==> src/rtl/snn_pkt_pkg.sv <==
// Shared packet format for the SNN PE network: field widths, packet types,
// the packed packet layout and the node address map.
package snn_pkt_pkg;

  localparam int PKT_W     = 34;
  localparam int ADDR_W    = 4;
  localparam int TYPE_W    = 2;
  localparam int PAYLOAD_W = 24;

  typedef enum logic [TYPE_W-1:0] {
    INPUT  = 2'b00,
    KERNEL = 2'b01,
    MEM    = 2'b10
  } pkt_type_e;

  typedef struct packed {
    logic [ADDR_W-1:0]    src;
    logic [ADDR_W-1:0]    dst;
    pkt_type_e            ptype;
    logic [PAYLOAD_W-1:0] payload;
  } pkt_t;

  localparam logic [ADDR_W-1:0] PE1_ADDR    = 4'b0010;
  localparam logic [ADDR_W-1:0] PE2_ADDR    = 4'b0110;
  localparam logic [ADDR_W-1:0] PE3_ADDR    = 4'b1010;
  localparam logic [ADDR_W-1:0] ADDER1_ADDR = 4'b0001;
  localparam logic [ADDR_W-1:0] ADDER2_ADDR = 4'b0101;
  localparam logic [ADDR_W-1:0] ADDER3_ADDR = 4'b1001;

  // PEs sit on addresses ending in 2'b10, indexed by the upper two bits.
  function automatic logic [ADDR_W-1:0] pe_addr(input logic [1:0] p);
    return {p, 2'b10};
  endfunction

endpackage

==> src/rtl/pe_feed_packetizer.sv <==
// Memory-node transmit side: streams one filter packet per PE, then the ifmap
// rows as input packets, through a valid/ready port into the NoC router.
module pe_feed_packetizer
  import snn_pkt_pkg::*;
#(
  parameter int                NUM_PE   = 3,
  parameter int                NUM_ROWS = 5,
  parameter logic [ADDR_W-1:0] SRC_ADDR = 4'b0011,
  parameter int                ROW_W    = 5,
  parameter int                FIL_W    = 24
) (
  input  logic                        clk,
  input  logic                        rst_n,
  input  logic                        start,
  output logic                        busy,
  output logic                        done,
  output logic [$clog2(NUM_PE)-1:0]   wmem_addr,
  input  logic [FIL_W-1:0]            wmem_rdata,
  output logic [$clog2(NUM_ROWS)-1:0] imem_addr,
  input  logic [ROW_W-1:0]            imem_rdata,
  output logic                        pkt_valid,
  input  logic                        pkt_ready,
  output logic [PKT_W-1:0]            pkt_data
);

  localparam int WA_W  = $clog2(NUM_PE);
  localparam int IA_W  = $clog2(NUM_ROWS);
  localparam int IDX_W = $clog2(((NUM_PE > NUM_ROWS) ? NUM_PE : NUM_ROWS) + 1);

  typedef enum logic [2:0] {
    S_IDLE, S_RD_W, S_SEND_W, S_RD_I, S_SEND_I, S_DONE
  } state_e;

  state_e            state_q, state_d;
  logic [IDX_W-1:0]  idx_q, idx_d;
  logic [WA_W-1:0]   wmem_addr_q, wmem_addr_d;
  logic [IA_W-1:0]   imem_addr_q, imem_addr_d;
  pkt_t              pkt_q, pkt_d;
  pkt_t              kern_pkt, in_pkt;
  logic [1:0]        row_dst;
  logic              last_w, last_i;

  assign last_w = (idx_q == IDX_W'(NUM_PE - 1));
  assign last_i = (idx_q == IDX_W'(NUM_ROWS - 1));

  // Rows beyond the PE count all land on the last PE, which relays them onward.
  assign row_dst = (idx_q > IDX_W'(NUM_PE - 1)) ? 2'(NUM_PE - 1) : idx_q[1:0];

  always_comb begin
    kern_pkt                     = '0;
    kern_pkt.src                 = SRC_ADDR;
    kern_pkt.dst                 = pe_addr(idx_q[1:0]);
    kern_pkt.ptype               = KERNEL;
    kern_pkt.payload[FIL_W-1:0]  = wmem_rdata;
    in_pkt                       = '0;
    in_pkt.src                   = SRC_ADDR;
    in_pkt.dst                   = pe_addr(row_dst);
    in_pkt.ptype                 = INPUT;
    in_pkt.payload[ROW_W-1:0]    = imem_rdata;
  end

  always_ff @(posedge clk or negedge rst_n) begin
    if (!rst_n) begin
      state_q     <= S_IDLE;
      idx_q       <= '0;
      wmem_addr_q <= '0;
      imem_addr_q <= '0;
      pkt_q       <= '0;
    end else begin
      state_q     <= state_d;
      idx_q       <= idx_d;
      wmem_addr_q <= wmem_addr_d;
      imem_addr_q <= imem_addr_d;
      pkt_q       <= pkt_d;
    end
  end

  always_comb begin
    state_d = state_q;
    idx_d   = idx_q;
    pkt_d   = pkt_q;
    case (state_q)
      S_IDLE: begin
        if (start) begin
          state_d = S_RD_W;
          idx_d   = '0;
        end
      end
      S_RD_W: begin
        state_d = S_SEND_W;
        pkt_d   = kern_pkt;
      end
      S_SEND_W: begin
        if (pkt_ready) begin
          if (last_w) begin
            idx_d   = '0;
            state_d = S_RD_I;
          end else begin
            idx_d   = idx_q + 1'b1;
            state_d = S_RD_W;
          end
        end
      end
      S_RD_I: begin
        state_d = S_SEND_I;
        pkt_d   = in_pkt;
      end
      S_SEND_I: begin
        if (pkt_ready) begin
          if (last_i) begin
            state_d = S_DONE;
          end else begin
            idx_d   = idx_q + 1'b1;
            state_d = S_RD_I;
          end
        end
      end
      S_DONE:  state_d = S_IDLE;
      default: state_d = S_IDLE;
    endcase
    // Buffer addresses are registered on entry to the read state so the
    // read data is settled by the time it is captured into the packet.
    wmem_addr_d = (state_d == S_RD_W) ? WA_W'(idx_d) : wmem_addr_q;
    imem_addr_d = (state_d == S_RD_I) ? IA_W'(idx_d) : imem_addr_q;
  end

  always_comb begin
    busy      = (state_q == S_RD_W) || (state_q == S_SEND_W) ||
                (state_q == S_RD_I) || (state_q == S_SEND_I);
    pkt_valid = (state_q == S_SEND_W) || (state_q == S_SEND_I);
    done      = (state_q == S_DONE);
  end

  assign wmem_addr = wmem_addr_q;
  assign imem_addr = imem_addr_q;
  assign pkt_data  = pkt_q;

endmodule

==> config.mk <==
export PLATFORM = sky130hd
export DESIGN_NAME = pe_feed_packetizer
export DESIGN_NICKNAME = d
export VERILOG_FILES = /design/src/rtl/snn_pkt_pkg.sv /design/src/rtl/pe_feed_packetizer.sv
export SDC_FILE = /design/constraint.sdc
export NUM_CORES = 1
export LEC_CHECK = 0
export BUFFER_PORTS_ARGS = -buffer_cell sky130_fd_sc_hd__buf_4
export CAP_MARGIN = 20
export CORE_MARGIN = 8
export CORE_UTILIZATION = 45
export CTS_CLUSTER_SIZE = 16
export DETAILED_ROUTE_END_ITERATION = 16
export PLACE_DENSITY = 0.75
export SYNTH_ARGS = -nofsm -noshare
export SYNTH_HDL_FRONTEND = slang
export SYNTH_SLANG_ARGS = --single-unit
export TNS_END_PERCENT = 100
==> constraint.sdc <==
create_clock -name clk -period 4.21 [get_ports clk]
set_input_delay 1.263 -clock clk [delete_from_list [all_inputs] [get_ports clk]]
set_output_delay 1.263 -clock clk [all_outputs]
set_load 0.02 [all_outputs]
== Word level (Yosys, flattened, before mapping) ==
Index checks and enable logic that the tools add are counted.
Word-level totals
  register bits after elaboration: 45
  bits of input ports: 33
  output and inout port bits: 42
Operators by class
  add/subtract/negate cells: 1
  order comparisons: 1
  equal/unequal tests: 9
  mux-type cells: 14
  reduce and logical (&&, ||, !) cells: 6
Operator list (count)
  $pmux 34 s2: 1
  $mux 3: 9
  $pmux 3 s5: 1
  $eq 3x2->1 const B: 4
  $eq 3x3->1 const B: 3
  $pmux 3 s3: 1
  $eq 3x1->1 const B: 2
  $logic_or 1x1->1: 4
  $mux 2: 2
  $add 3x1->3 const B: 1
  $gt 3x2->1 const B: 1
  $logic_not 3->1: 1
  $reduce_bool 2->1: 1

== Depth between registers and ports, before layout ==
  depth in word-level cells: 5
  depth in mapped cells: 7
  depth with buffers taken out: 7

== Worst setup path before layout ==
No wires, ideal clock.
  kind: flip-flop to output port
  from: reg state_q[0]
  to: out busy
  data arrival time: 1.079 ns
  path slack: 1.868 ns
  stages on the path, launching flop included: 4
  path buffers: 1
  path through: dfrtp_1 buf_2 nor2_1 xnor2_1
On the way
  longest elaborated chain between the ends: 4
  elaborated cells between the ends (all ways): 7
RTL lines
  start: declaration: RTL line pe_feed_packetizer.sv:34  | state_e state_q, state_d;
  start signal: assignment: RTL line pe_feed_packetizer.sv:70  | state_q <= state_d;
  $eq 3x1->1 / $eq 3x2->1 (equally long branches): RTL line pe_feed_packetizer.sv:128  | busy = (state_q == S_RD_W) || (state_q == S_SEND_W) ||
  $logic_or 1x1->1 (2 in a row): RTL line pe_feed_packetizer.sv:128
  $logic_or 1x1->1 (*): RTL line pe_feed_packetizer.sv:129  | (state_q == S_RD_I) || (state_q == S_SEND_I);
  end: declaration: RTL line pe_feed_packetizer.sv:15  | output logic busy,
Mark *: on every way between the ends. The rest lies on a longest branch, timed or not.

== Worst setup path in the final report ==
  from: reg state_q[1]
  to: out pkt_valid
On the way
  longest elaborated chain between the ends: 2
  elaborated cells between the ends (all ways): 3
RTL lines
  $eq 3x2->1 / $eq 3x3->1 (equally long branches): RTL line pe_feed_packetizer.sv:130  | pkt_valid = (state_q == S_SEND_W) || (state_q == S_SEND_I);
  $logic_or 1x1->1 (*): RTL line pe_feed_packetizer.sv:130
  end: declaration: RTL line pe_feed_packetizer.sv:21  | output logic pkt_valid,
Marks and branches as above.

==> results.py <==
metrics = {
    "status": {
        "outcome": "completed",
    },
    "timing": {
        "period_needed_ns": 2.80,
        "fin_worst_skew_ns": 0.00891,
        "tns_ns": 0,
        "slew_headroom": 0.606,
        "fmax_mhz": 357,
        "setup_viol": 0,
        "fin_crit_sh": 0.665,
        "hold_violations": 0,
        "tightest_slew_ns": 0.583,
        "slew_violations": 0,
        "grt_setup_unrepaired": "false",
        "setup_slack_ns": 1.41,
    },
    "setup_path": {
        "critical_path.endpoint": "pkt_valid",
        "critPathLaunchType": "flip-flop",
        "crit_type": "reg2out",
        "worst_setup_path_end_kind": "output pin",
        "r2r-start": "state_q[1]",
        "cp_max_fo": 11,
        "reg2reg_setup_slack_ns": 2.12,
        "r2r_end": "wmem_addr[0]",
        "reg2regPathDepth": 5,
        "arrival_ns": 1.54,
        "cp-startpoint": "state_q[1]",
        "worstPathRequired_ns": 2.95,
    },
    "clock_network": {
        "cts_hold_buf": 0,
        "cts.sinks": 39,
        "insertion_delay_ns": 0.29,
        "cts_max_level": 2,
        "post_cts_buffers": 0,
        "cts_resized": 0,
        "clockBufferDepth": 2,
        "numCtsBuffers": 5,
        "path_clk_slew_ns": 0.07,
        "root_buffer": "clkbuf_8",
        "cts_tree": "built",
    },
    "global_routing": {
        "grt_max_degree": 56,
        "grt_pass1_wl_mm": 7.70,
        "antenna_found_initial": 0,
        "track_usage": 0.153,
        "grt_pass1_vias": 1538,
        "grt_overflow_total": 0,
    },
    "route": {
        "drc": 0,
        "dr.pass1.iters": 4,
        "viasPerCell": 4.97,
        "dr.first_iter.drc_count": 67,
        "vias": 1536,
        "ant_nets": 0,
        "wirelength_mm": 4.72,
        "wl_per_cell_um": 15.3,
    },
    "floorplan": {
        "die_y_um": 80.2,
        "die-area_sq_um": 6430,
        "core_sq_um": 3970,
        "io_pins": 75,
        "start_util": 0.467,
        "rows": 23,
        "die_w_um": 80.2,
    },
    "min_path": {
        "min_from": "pkt_data[23]",
        "min_path_type": "reg2reg",
    },
    "synth": {
        "synthTopCellsByArea": "dfrtp_1 53%, nand2_1 11%, o21ai_0 8.1%",
        "ys_ff_latch": 39,
        "synthCells": 195,
        "yosys_warnings": 0,
        "synth_area_sq_um": 1860,
        "synth_seq_area_share": 0.526,
        "yosysTopAreaCellShare": 0.526,
        "yosys.area.top_type": "dfrtp_1",
        "yosysUniqueCellTypes": 35,
        "avgSynthCellArea_sq_um": 9.52,
    },
    "power_and_ir_drop": {
        "leakage_nw": 1.24,
        "power_density_nw_per_um2": 754,
        "ir_drop_v": 0.000383,
    },
    "cells_and_area": {
        "n_antenna_cell": 0,
        "area_growth_pct": 31.8,
        "multi_input_area_sq_um": 764,
        "drive_above_1_share": 0.320,
        "regArea_sq_um": 976,
        "fin_util": 0.616,
        "nFillCells": 354,
        "nNetsFinal": 295,
    },
    "run": {
        "maxCapViolCount": 0,
    },
    "place": {
        "hpwl_mm": 3.47,
        "port_buffers": 70,
        "post-place-ws_ns": 1.70,
        "place_congestion": 0.882,
    },
}
## metrics by stage
stage	total power [mW]	hold WS, ns	area (sq um)	cells
final	1.84	0.483	2450	309
after global routing	2.00	0.514	2450	309
after CTS	1.86	0.488	2450	309
after detailed placement	1.61	0.469	2360	302
after global placement	1.59	0.462	2360	302
after floorplan	1.25	0.540	1870	198
## area by class of cell
cell class | instances | share of cell area
Clock buffer | 6 | 0.0338
Clock inverter | 1 | 0.00205
Inverter | 6 | 0.00921
Multi-Input combinational cell | 136 | 0.313
Sequential cell | 39 | 0.399
Tap cell | 50 | 0.0256
Timing Repair Buffer | 71 | 0.218
## metal layers
| metal | track usage | vias up | wire length (um) |
|---|---|---|---|
| met5 | 0 | - | 0 |
| met4 | 0.0836 | 0 | 112 |
| met3 | 0.0435 | 10 | 274 |
| met2 | 0.246 | 41 | 2370 |
| met1 | 0.181 | 721 | 1960 |
| li1 | - | 764 | - |
## sequential cells by signal, summed over array words and instances (netlist names)
signal	cells
wmem_addr	2
pkt_data	28
imem_addr	3
state_q	3
idx_q	3
## worst min path at each step
stage                               to  slack [ns]  cells past startpoint
after CTS                  pkt_data[7]        0.49                      2
after floorplan               idx_q[2]        0.54                      1
after detailed placement  pkt_data[24]        0.47                      2
after global placement    pkt_data[18]        0.46                      2
final                     pkt_data[23]        0.48                      2
after global routing      wmem_addr[1]        0.51                      1
## critical path, cell delays in order, from the launching register on
cell and delay [ns]:
dfrtp_1 0.56, and2b_4 0.38, inv_1 0.04, a21oi_1 0.11, buf_4 0.16
## cell usage after synthesis
library cell,instances
nand3_1,3
conb_1,1
buf_4,6
xnor2_1,1
o21bai_1,1
a221o_1,1
dfrtp_1,39
ha_1,3
nor2_1,1
buf_2,2
clkbuf_1,7
o31ai_1,1
nor4b_1,1
and2b_1,1
a31oi_4,1
o211ai_2,1
nand2_1,56
mux2_1,3
o2bb2ai_1,1
nand3b_1,2
buf_6,2
nand2b_1,5
a32o_1,1
inv_2,1
a21oi_1,7
o2111ai_1,1
o22ai_1,1
mux2i_1,5
and2_1,1
and2b_4,1
a211o_1,1
nand3_4,1
a21o_1,1
o21ai_0,30
inv_1,5
## cell usage in the layout, fill, tap and decap left out
cell type	count
buf_4	71
nand2_1	56
dfrtp_1	39
o21ai_0	30
a21oi_1	7
clkbuf_8	6
inv_1	5
nand2b_1	5
mux2i_1	5
conb_1	4
nand3_1	3
mux2_1	3
ha_1	3
nand3b_1	2
inv_2	1
nor2_1	1
and2b_4	1
and2b_1	1
nand3_4	1
a31oi_4	1
o22ai_1	1
a211o_1	1
o211ai_2	1
nor4b_1	1
o21bai_1	1
xnor2_1	1
a221o_1	1
a21o_1	1
and2_1	1
o2111ai_1	1
o2bb2ai_1	1
a32o_1	1
o31ai_1	1
clkinv_2	1
## where the power goes
part           total (mW)  leakage (nW)  switching (mW)  internal [mW]
clock               0.249        0.0470           0.120          0.128
sequential          0.657         0.495           0.125          0.532
combinational       0.938         0.693           0.559          0.379
total                1.84          1.24           0.804           1.04
## cell families after synthesis
group / synth area share
compound gates: 0.158
xor+xnor: 0.00472
fa+ha+maj: 0.0202
buf+inv: 0.0681
flops: 0.526
mux: 0.0452
other cells: 0.00202
simple gates: 0.175
No activity file was read; power rests on OpenSTA's default activity.
